$ cat config.mk
export PLATFORM = sky130hd
export DESIGN_NAME = credit_sender
export DESIGN_NICKNAME = d
export VERILOG_FILES = /design/src/rtl/credit_pkg.sv /design/src/rtl/credit_counter.sv /design/src/rtl/credit_sender.sv
export SDC_FILE = /design/constraint.sdc
export NUM_CORES = 1
export LEC_CHECK = 0
export BUFFER_PORTS_ARGS = -buffer_cell sky130_fd_sc_hd__buf_2
export CORE_ASPECT_RATIO = 0.8
export CORE_MARGIN = 3
export CORE_UTILIZATION = 45
export CTS_BUF_LIST = sky130_fd_sc_hd__clkbuf_2
export DETAILED_ROUTE_END_ITERATION = 16
export MAX_ROUTING_LAYER = met4
export PLACE_DENSITY = 0.75
export SLEW_MARGIN = 10
export SYNTH_ARGS = -nofsm -noshare
export SYNTH_HDL_FRONTEND = slang
export SYNTH_SLANG_ARGS = --single-unit
$ cat constraint.sdc
create_clock -name clk -period 4.4 [get_ports clk]
set_clock_uncertainty 0.05 [all_clocks]
set_input_delay 0.44 -clock clk [delete_from_list [all_inputs] [get_ports clk]]
set_output_delay 0.44 -clock clk [all_outputs]
set_load 0.02 [all_outputs]
$ cat src/rtl/credit_pkg.sv
// Shared types and width helper for the credit-link sender.
package credit_pkg;

  typedef enum logic [1:0] {
    S_RESET   = 2'd0,
    S_WAIT_RX = 2'd1,
    S_RUN     = 2'd2
  } credit_sender_state_t;

  // A counter that must hold 0..max needs one more code than max itself.
  function automatic int credit_w(input int max_credits);
    return $clog2(max_credits + 1);
  endfunction

endpackage

$ cat src/rtl/credit_counter.sv
// Up/down credit counter with synchronous clear and a sticky overflow flag.
module credit_counter
  import credit_pkg::*;
#(
  parameter  int MAX_CREDITS = 4,
  localparam int CREDIT_W    = credit_w(MAX_CREDITS)
) (
  input  logic                clk,
  input  logic                rst_n,
  input  logic                clear,
  input  logic                inc,
  input  logic                dec,
  output logic [CREDIT_W-1:0] count,
  output logic                overflow
);

  localparam logic [CREDIT_W-1:0] MAX_COUNT = CREDIT_W'(MAX_CREDITS);
  localparam logic [CREDIT_W-1:0] ONE       = CREDIT_W'(1);

  logic [CREDIT_W-1:0] count_q, count_d;
  logic                overflow_q, overflow_d;

  always_comb begin
    // NOTE: defaults first so every path assigns both outputs and no latch is inferred.
    count_d    = count_q;
    overflow_d = overflow_q;
    if (clear) begin
      count_d = '0;
    end else if (inc && !dec) begin
      if (count_q == MAX_COUNT) overflow_d = 1'b1;
      else                      count_d    = count_q + ONE;
    end else if (dec && !inc) begin
      count_d = count_q - ONE;
    end
  end

  // Overflow survives clear on purpose: only a full reset forgives it.
  always_ff @(posedge clk or negedge rst_n) begin
    if (!rst_n) begin
      count_q    <= '0;
      overflow_q <= 1'b0;
    end else begin
      // NOTE: non-blocking so each flop samples pre-edge values regardless of statement order.
      count_q    <= count_d;
      overflow_q <= overflow_d;
    end
  end

  assign count    = count_q;
  assign overflow = overflow_q;

endmodule

$ cat src/rtl/credit_sender.sv
// Credit-link sender: reset handshake FSM, payload register, credit counter.
// Optional CREDIT_SENDER_BYPASS_EN lets a credit returned this cycle be spent at once.
module credit_sender
  import credit_pkg::*;
#(
  parameter  int DATA_WIDTH  = 8,
  parameter  int MAX_CREDITS = 4,
  localparam int CREDIT_W    = credit_w(MAX_CREDITS)
) (
  input  logic                  clk,
  input  logic                  rst_n,
  input  logic                  src_valid,
  output logic                  src_ready,
  input  logic [DATA_WIDTH-1:0] src_data,
  output logic                  push_valid,
  output logic [DATA_WIDTH-1:0] push_data,
  input  logic                  push_credit,
  output logic                  push_sender_in_reset,
  input  logic                  push_receiver_in_reset,
  output logic [CREDIT_W-1:0]   credit_count,
  output logic                  credit_available,
  output logic                  credit_overflow
);

  credit_sender_state_t state_q, state_d;

  logic                  push_valid_q, push_valid_d;
  logic [DATA_WIDTH-1:0] push_data_q, push_data_d;
  logic                  run_active;
  logic                  counter_clear;
  logic                  transfer;

  always_ff @(posedge clk or negedge rst_n) begin
    if (!rst_n) state_q <= S_RESET;
    else        state_q <= state_d;
  end

  always_comb begin
    state_d = state_q;
    unique case (state_q)
      S_RESET:   state_d = S_WAIT_RX;
      S_WAIT_RX: if (!push_receiver_in_reset) state_d = S_RUN;
      S_RUN:     if (push_receiver_in_reset)  state_d = S_WAIT_RX;
      default:   state_d = S_RESET;
    endcase
  end

  // A receiver reset seen while running blocks the transfer in the same cycle.
  always_comb begin
    push_sender_in_reset = (state_q == S_RESET);
    run_active           = (state_q == S_RUN) && !push_receiver_in_reset;
    counter_clear        = !run_active;
`ifdef CREDIT_SENDER_BYPASS_EN
    src_ready            = run_active && (credit_available || push_credit);
`else
    src_ready            = run_active && credit_available;
`endif
  end

  assign transfer = src_valid && src_ready;

  always_comb begin
    push_valid_d = transfer;
    push_data_d  = transfer ? src_data : push_data_q;
  end

  always_ff @(posedge clk or negedge rst_n) begin
    if (!rst_n) begin
      push_valid_q <= 1'b0;
      // NOTE: the payload register is reset because its value is visible at the port.
      push_data_q  <= '0;
    end else begin
      push_valid_q <= push_valid_d;
      push_data_q  <= push_data_d;
    end
  end

  credit_counter #(
    .MAX_CREDITS (MAX_CREDITS)
  ) u_counter (
    .clk      (clk),
    .rst_n    (rst_n),
    .clear    (counter_clear),
    .inc      (push_credit),
    .dec      (transfer),
    .count    (credit_count),
    .overflow (credit_overflow)
  );

  assign credit_available = (credit_count != '0);
  assign push_valid       = push_valid_q;
  assign push_data        = push_data_q;

endmodule

## Yosys cells after proc, flatten, opt, wreduce, memory -nomap -nowiden

Index checks and enable logic that the tools add are counted.
W data, S select, Z words.

- Register bits after elaboration: 15
- Bits of input ports: 13

- $add $sub $neg: 2
- Eq/ne operators: 7
- Muxes and demuxes: 7
- Reductions and logical operators: 13

Operators by type and width:

| kind | count |
|---|---|
| $mux W3 | 4 |
| $pmux W2 S3 | 1 |
| $logic_and A1 B1 Y1 | 5 |
| $mux W2 | 2 |
| $ne A2 B2 Y1 const B | 2 |
| $reduce_and A2 Y1 | 2 |
| $add A3 B1 Y3 const B | 1 |
| $eq A3 B3 Y1 const B | 1 |
| $logic_not A1 Y1 | 3 |
| $ne A3 B1 Y1 const B | 1 |
| $ne A3 B3 Y1 const B | 1 |
| $reduce_and A3 Y1 | 1 |
| $reduce_bool A3 Y1 | 1 |
| $sub A3 B1 Y3 const B | 1 |
| $eq A2 B1 Y1 const B | 1 |
| $eq A2 B2 Y1 const B | 1 |
| $logic_not A2 Y1 | 1 |

## Depth between registers and ports, before layout

- Depth in word-level cells: 8
- Depth in mapped cells: 10

## Hierarchy

From an unflattened synthesis, not the netlist that was laid out.

- Cells, all modules: 63
- Area, all modules: 777.0 um^2

By module, submodules not included:

| module | times used | cells an instance | area each (um^2) |
|---|---|---|---|
| credit_sender | 1 | 31 | 476.7 |
| credit_counter | 1 | 32 | 300.3 |

## Worst setup path after synthesis

Ideal clock, no wire load.

- Path kind: flip-flop to flip-flop
- From: register u_counter.count_q[1], in the netlist u_counter.count[1]
- To: register u_counter.count_q[1], in the netlist u_counter.count[1]
- Arrival time: 2.190 ns
- Setup slack: 2.068 ns
- Cell stages (with the launch flop): 11
- Clock period less this slack: 2.332 ns
- Cells stage by stage: dfrtp_1 or3_1 buf_6 nand3_4 inv_4 nor2_1 fa_1 inv_1 nand3_1 o31a_1 o31ai_2

- Word-level cells in the longest chain between the ends: 7

RTL lines:

| what | line | text |
|---|---|---|
| from (decl) | credit_counter.sv:20 | `logic [CREDIT_W-1:0] count_q, count_d;` |
| from (signal assigned) | credit_counter.sv:44 | `count_q <= count_d;` |
| $reduce_bool A3 Y1 * | credit_sender.sv:90 | `assign credit_available = (credit_count != '0);` |
| via credit_available | credit_sender.sv:21 | `output logic credit_available,` |
| $logic_and A1 B1 Y1 * | credit_sender.sv:56 | `src_ready = run_active && credit_available;` |
| $logic_and A1 B1 Y1 * | credit_sender.sv:60 | `assign transfer = src_valid && src_ready;` |
| $logic_not A1 Y1 | credit_counter.sv:29 | `end else if (inc && !dec) begin` |
| $logic_and A1 B1 Y1 | credit_counter.sv:29 |  |
| $ne A3 B3 Y1 (no source line) (tied with other cells) | - |  |
| $reduce_and A2 Y1 (no source line) / $mux W3 (equally long branches) | - |  |

The timed path passes the listed nets; every way through them passes the cells marked *. The select of a mux whose other input is x is not followed.
A chain may end at the register's enable or synchronous reset.

## Worst setup path in the final report

- From: register u_counter.count_q[1], in the netlist u_counter.count[1]
- To: register u_counter.count_q[1], in the netlist u_counter.count[1]

- Word-level cells in the longest chain between the ends: 7

RTL lines:

| what |
|---|
| branches (longest 7 deep; another with $sub A3 B1 Y3) |

Parallel ways; which one is timed is not known. The select of a mux whose other input is x is not followed.

==> results.md <==
* GRT Overall Usage at 0.160
* Min Tclk post-route at 2.46 ns
* R2R depth at 9
* Setup violators final at 0
* Leak at 0.537 nW
* DR pass1 iterations at 4
* Die Y at 43.0 microns
* CP max stage delay at 0.49 ns
* CP Depth at 9
* CP arrival at 2.62 ns
* Fraction of registers with async set/reset at 1.00
* Nets at 124
* Setup ws final at 1.94 ns
* VDD IR max at 0.000233 V
* PwrDens at 393 nW/um^2
* N_diodes at 0
* # IOs at 29
* Fmax at 0.407 GHz
* Netlist area before placement at 769 sq um
* Via count at 621
* Average size of a mapped cell at 9.87 sq um
* TritonCTS buffer count at 3
* Fraction of layout cells with a size suffix above 1 at 0.376
* Yosys top cell area share at 0.488
* First-pass GRT wire length at 2.53 mm
* Sequential area share after synthesis at 0.488
* Met3 usage at 0.0667
* Antenna violations before repair at 0
* Reg2reg setup slack at 1.94 ns
* CP startpoint kind: flip-flop
* Critical Path End: u_counter.count[1]
* Final instance area at 943 sq um
* Max Cap Viol at 0
* Syn-to-layout area delta at 22.6%
* PortBufs at 28
* Post-Place Cell Area at 913 sq um
* Ranking of synthesized cells by area: dfrtp_1 (49%), nand2_1 (12%), buf_6 (2.9%)
* Met1 usage at 0.205
* Critical Path, Cell by Cell: or3_1 -> nand3_4 -> inv_4 -> nor2_1 -> fa_1 -> inv_1 -> nand3_1 -> o31a_1 -> o31ai_2
* Worst r2r dst: u_counter.count[1]
* Net Count, Synth at 92
* Status: finished, final reports clean
* Grt ovf at 0
* Yosys top cell by area: dfrtp_1
* Worst path bufs/invs at 2
* Crit path max-delay family: simple AND/OR/NAND/NOR gates
* Largest net degree at the start of global routing at 16
* Mean routed wirelength per cell at 12.4 microns
* CTS root buffer: clkbuf_2
* Die Wd at 52.2 microns
* WS Path Type: flip-flop to flip-flop
* Post-Route WL at 1.61 mm
* CP startpoint: u_counter.count[1]
* Cts repair resizes at 0
* Post-route antenna net violation count at 0
* FF+latch count, synth at 15
* Mapped Cells at 78
* Max-slew violations at 0
* Post-synth cell types at 29
* Initial drt markers at 7
* Setup TNS at 0 ns
* H-tree lvl count at 1
* Grt met2 use at 0.238
* Dpl hpwl at 1.22 mm
* Top_reg_cell synth: dfrtp_1
* CORE AREA at 1500 sq um
* Crit. End Element: flip-flop
* Clock Latency Late Sink at 0.28 ns
* Post-synth EDFFs at 0
* Worst slew pin tran at 0.509 ns
* TritonCTS clock tree: yes
* Fraction of the cycle the final worst path needs at 0.558
* CTS Sinks at 15
* Slowest CP cell: or3_1
* Initial Util at 0.513
* Final Hold Fails at 0
* Via/cell ratio at 4.78
* DRC at 0
* Number of global-route vias before repair at 537
* RSZ-0062 raised after global routing: false
* Synth warnings at 0
* Worst R2R Start: u_counter.count[1]
* Row count at 12
* CP max FO at 12
* GRT Max-Usage Layer: met2
* GP Congestion at 0.796
* Clock slew at reported path FFs at 0.15 ns
* Worst-case clock buffer depth at 2
* HP Class: primary input to flip-flop
* Slew margin rel. at 0.660
* Req. time, crit path at 4.56 ns
* DP Worst Slack at 1.90 ns
* Die ar. at 2250 sq um
[through the flow]
stage                     instances  power [mW]   util  hold WS (ns)
after floorplan                  78       0.267      -        0.0944
after global placement          125       0.303  0.608         0.311
after detailed placement        125       0.305  0.608         0.313
after CTS                       130       0.376  0.628         0.265
after global routing            130       0.394  0.628         0.256
final                           130       0.371  0.628         0.277
[synthesized netlist by cell type, types with 2 or more instances]
cell	count
nor3_1	2
nor2_1	3
buf_6	2
nand2_1	25
or3_1	2
mux2i_1	2
dfrtp_1	15
inv_1	6
[repair_timing]
item,CTS,global route
hold buffers,1,0
setup endpoints to repair,0,0
hold endpoints to repair,15,0
setup buffers,0,0
[state kept, by name, indices dropped and copies added, names as in the netlist]
| register | count |
|---|---|
| push_data | 8 |
| push_valid | 1 |
| state_q | 2 |
| u_counter.count | 3 |
| u_counter.overflow | 1 |
[cell usage in the layout (no fill, tap or decap)]
cell	n
and2_2	1
clkbuf_2	4
o31ai_2	1
nor3b_4	1
and4_2	1
a311oi_1	1
nand2_1	25
nor3b_2	1
nor3b_1	1
fa_1	1
inv_1	6
inv_4	1
a21oi_2	1
nand3_1	1
nor2_1	3
or3_1	2
dlygate4sd3_1	1
nand3_4	1
maj3_1	1
nand4_1	1
nor3_1	2
dfrtp_1	15
o31a_1	1
buf_2	28
mux2i_1	2
or2b_1	1
nor2b_1	1
xnor2_1	1
a31o_2	1
a21oi_1	1
o21ai_0	1
[per-layer routing]
layer / wire length, microns / share of wire
met5: 0 / 0
met1: 761 / 0.47
met2: 710 / 0.44
met3: 128 / 0.080
met4: 8 / 0.0050
[report_power, final]
part | switching, mW | internal (mW) | total, mW
registers | 0.0213 | 0.161 | 0.183
logic | 0.0721 | 0.0479 | 0.120
clock network | 0.0442 | 0.0241 | 0.0683
total | 0.138 | 0.233 | 0.371
[kinds of logic (layout without fill, tap and decap cells)]
logic type / Yosys count / in the layout / synth area share
adders and majority gates: 2 / 2 / 0.0390
and+or+nand+nor: 42 / 42 / 0.294
muxes: 2 / 2 / 0.0260
buffers and inverters: 9 / 40 / 0.0667
DFF: 15 / 15 / 0.488
xor gates and xnor gates: 1 / 1 / 0.0114
AOI/OAI and AO/OA: 7 / 7 / 0.0748
[final cells by class]
class                   instances  area, sq um
flip-flops and latches         15          375
repair buffers                 29          150
inverters                       7         28.8
fillers                       130          558
clock buffers                   4         20.0
well taps                      21         26.3
multi-input cells              54          343
[worst register-to-register path, stage by stage (launching register included)]
cell and delay, ns:
dfrtp_1 0.44, or3_1 0.49, nand3_4 0.20, inv_4 0.10, nor2_1 0.16, fa_1 0.43
inv_1 0.10, nand3_1 0.08, o31a_1 0.27, o31ai_2 0.06
[worst min path at each step]
| stage | startpoint | endpoint | slack [ns] | cells past startpoint |
|---|---|---|---|---|
| after CTS | src_data[7] | push_data[7] | 0.26 | 3 |
| after detailed placement | rst_n | push_data[6] | 0.31 | 1 |
| after floorplan | rst_n | push_data[0] | 0.09 | 0 |
| final | src_data[5] | push_data[5] | 0.28 | 3 |
| after global routing | src_data[5] | push_data[5] | 0.26 | 3 |
| after global placement | rst_n | push_data[6] | 0.31 | 1 |
Note: power is estimated with default switching activity, not from simulation.
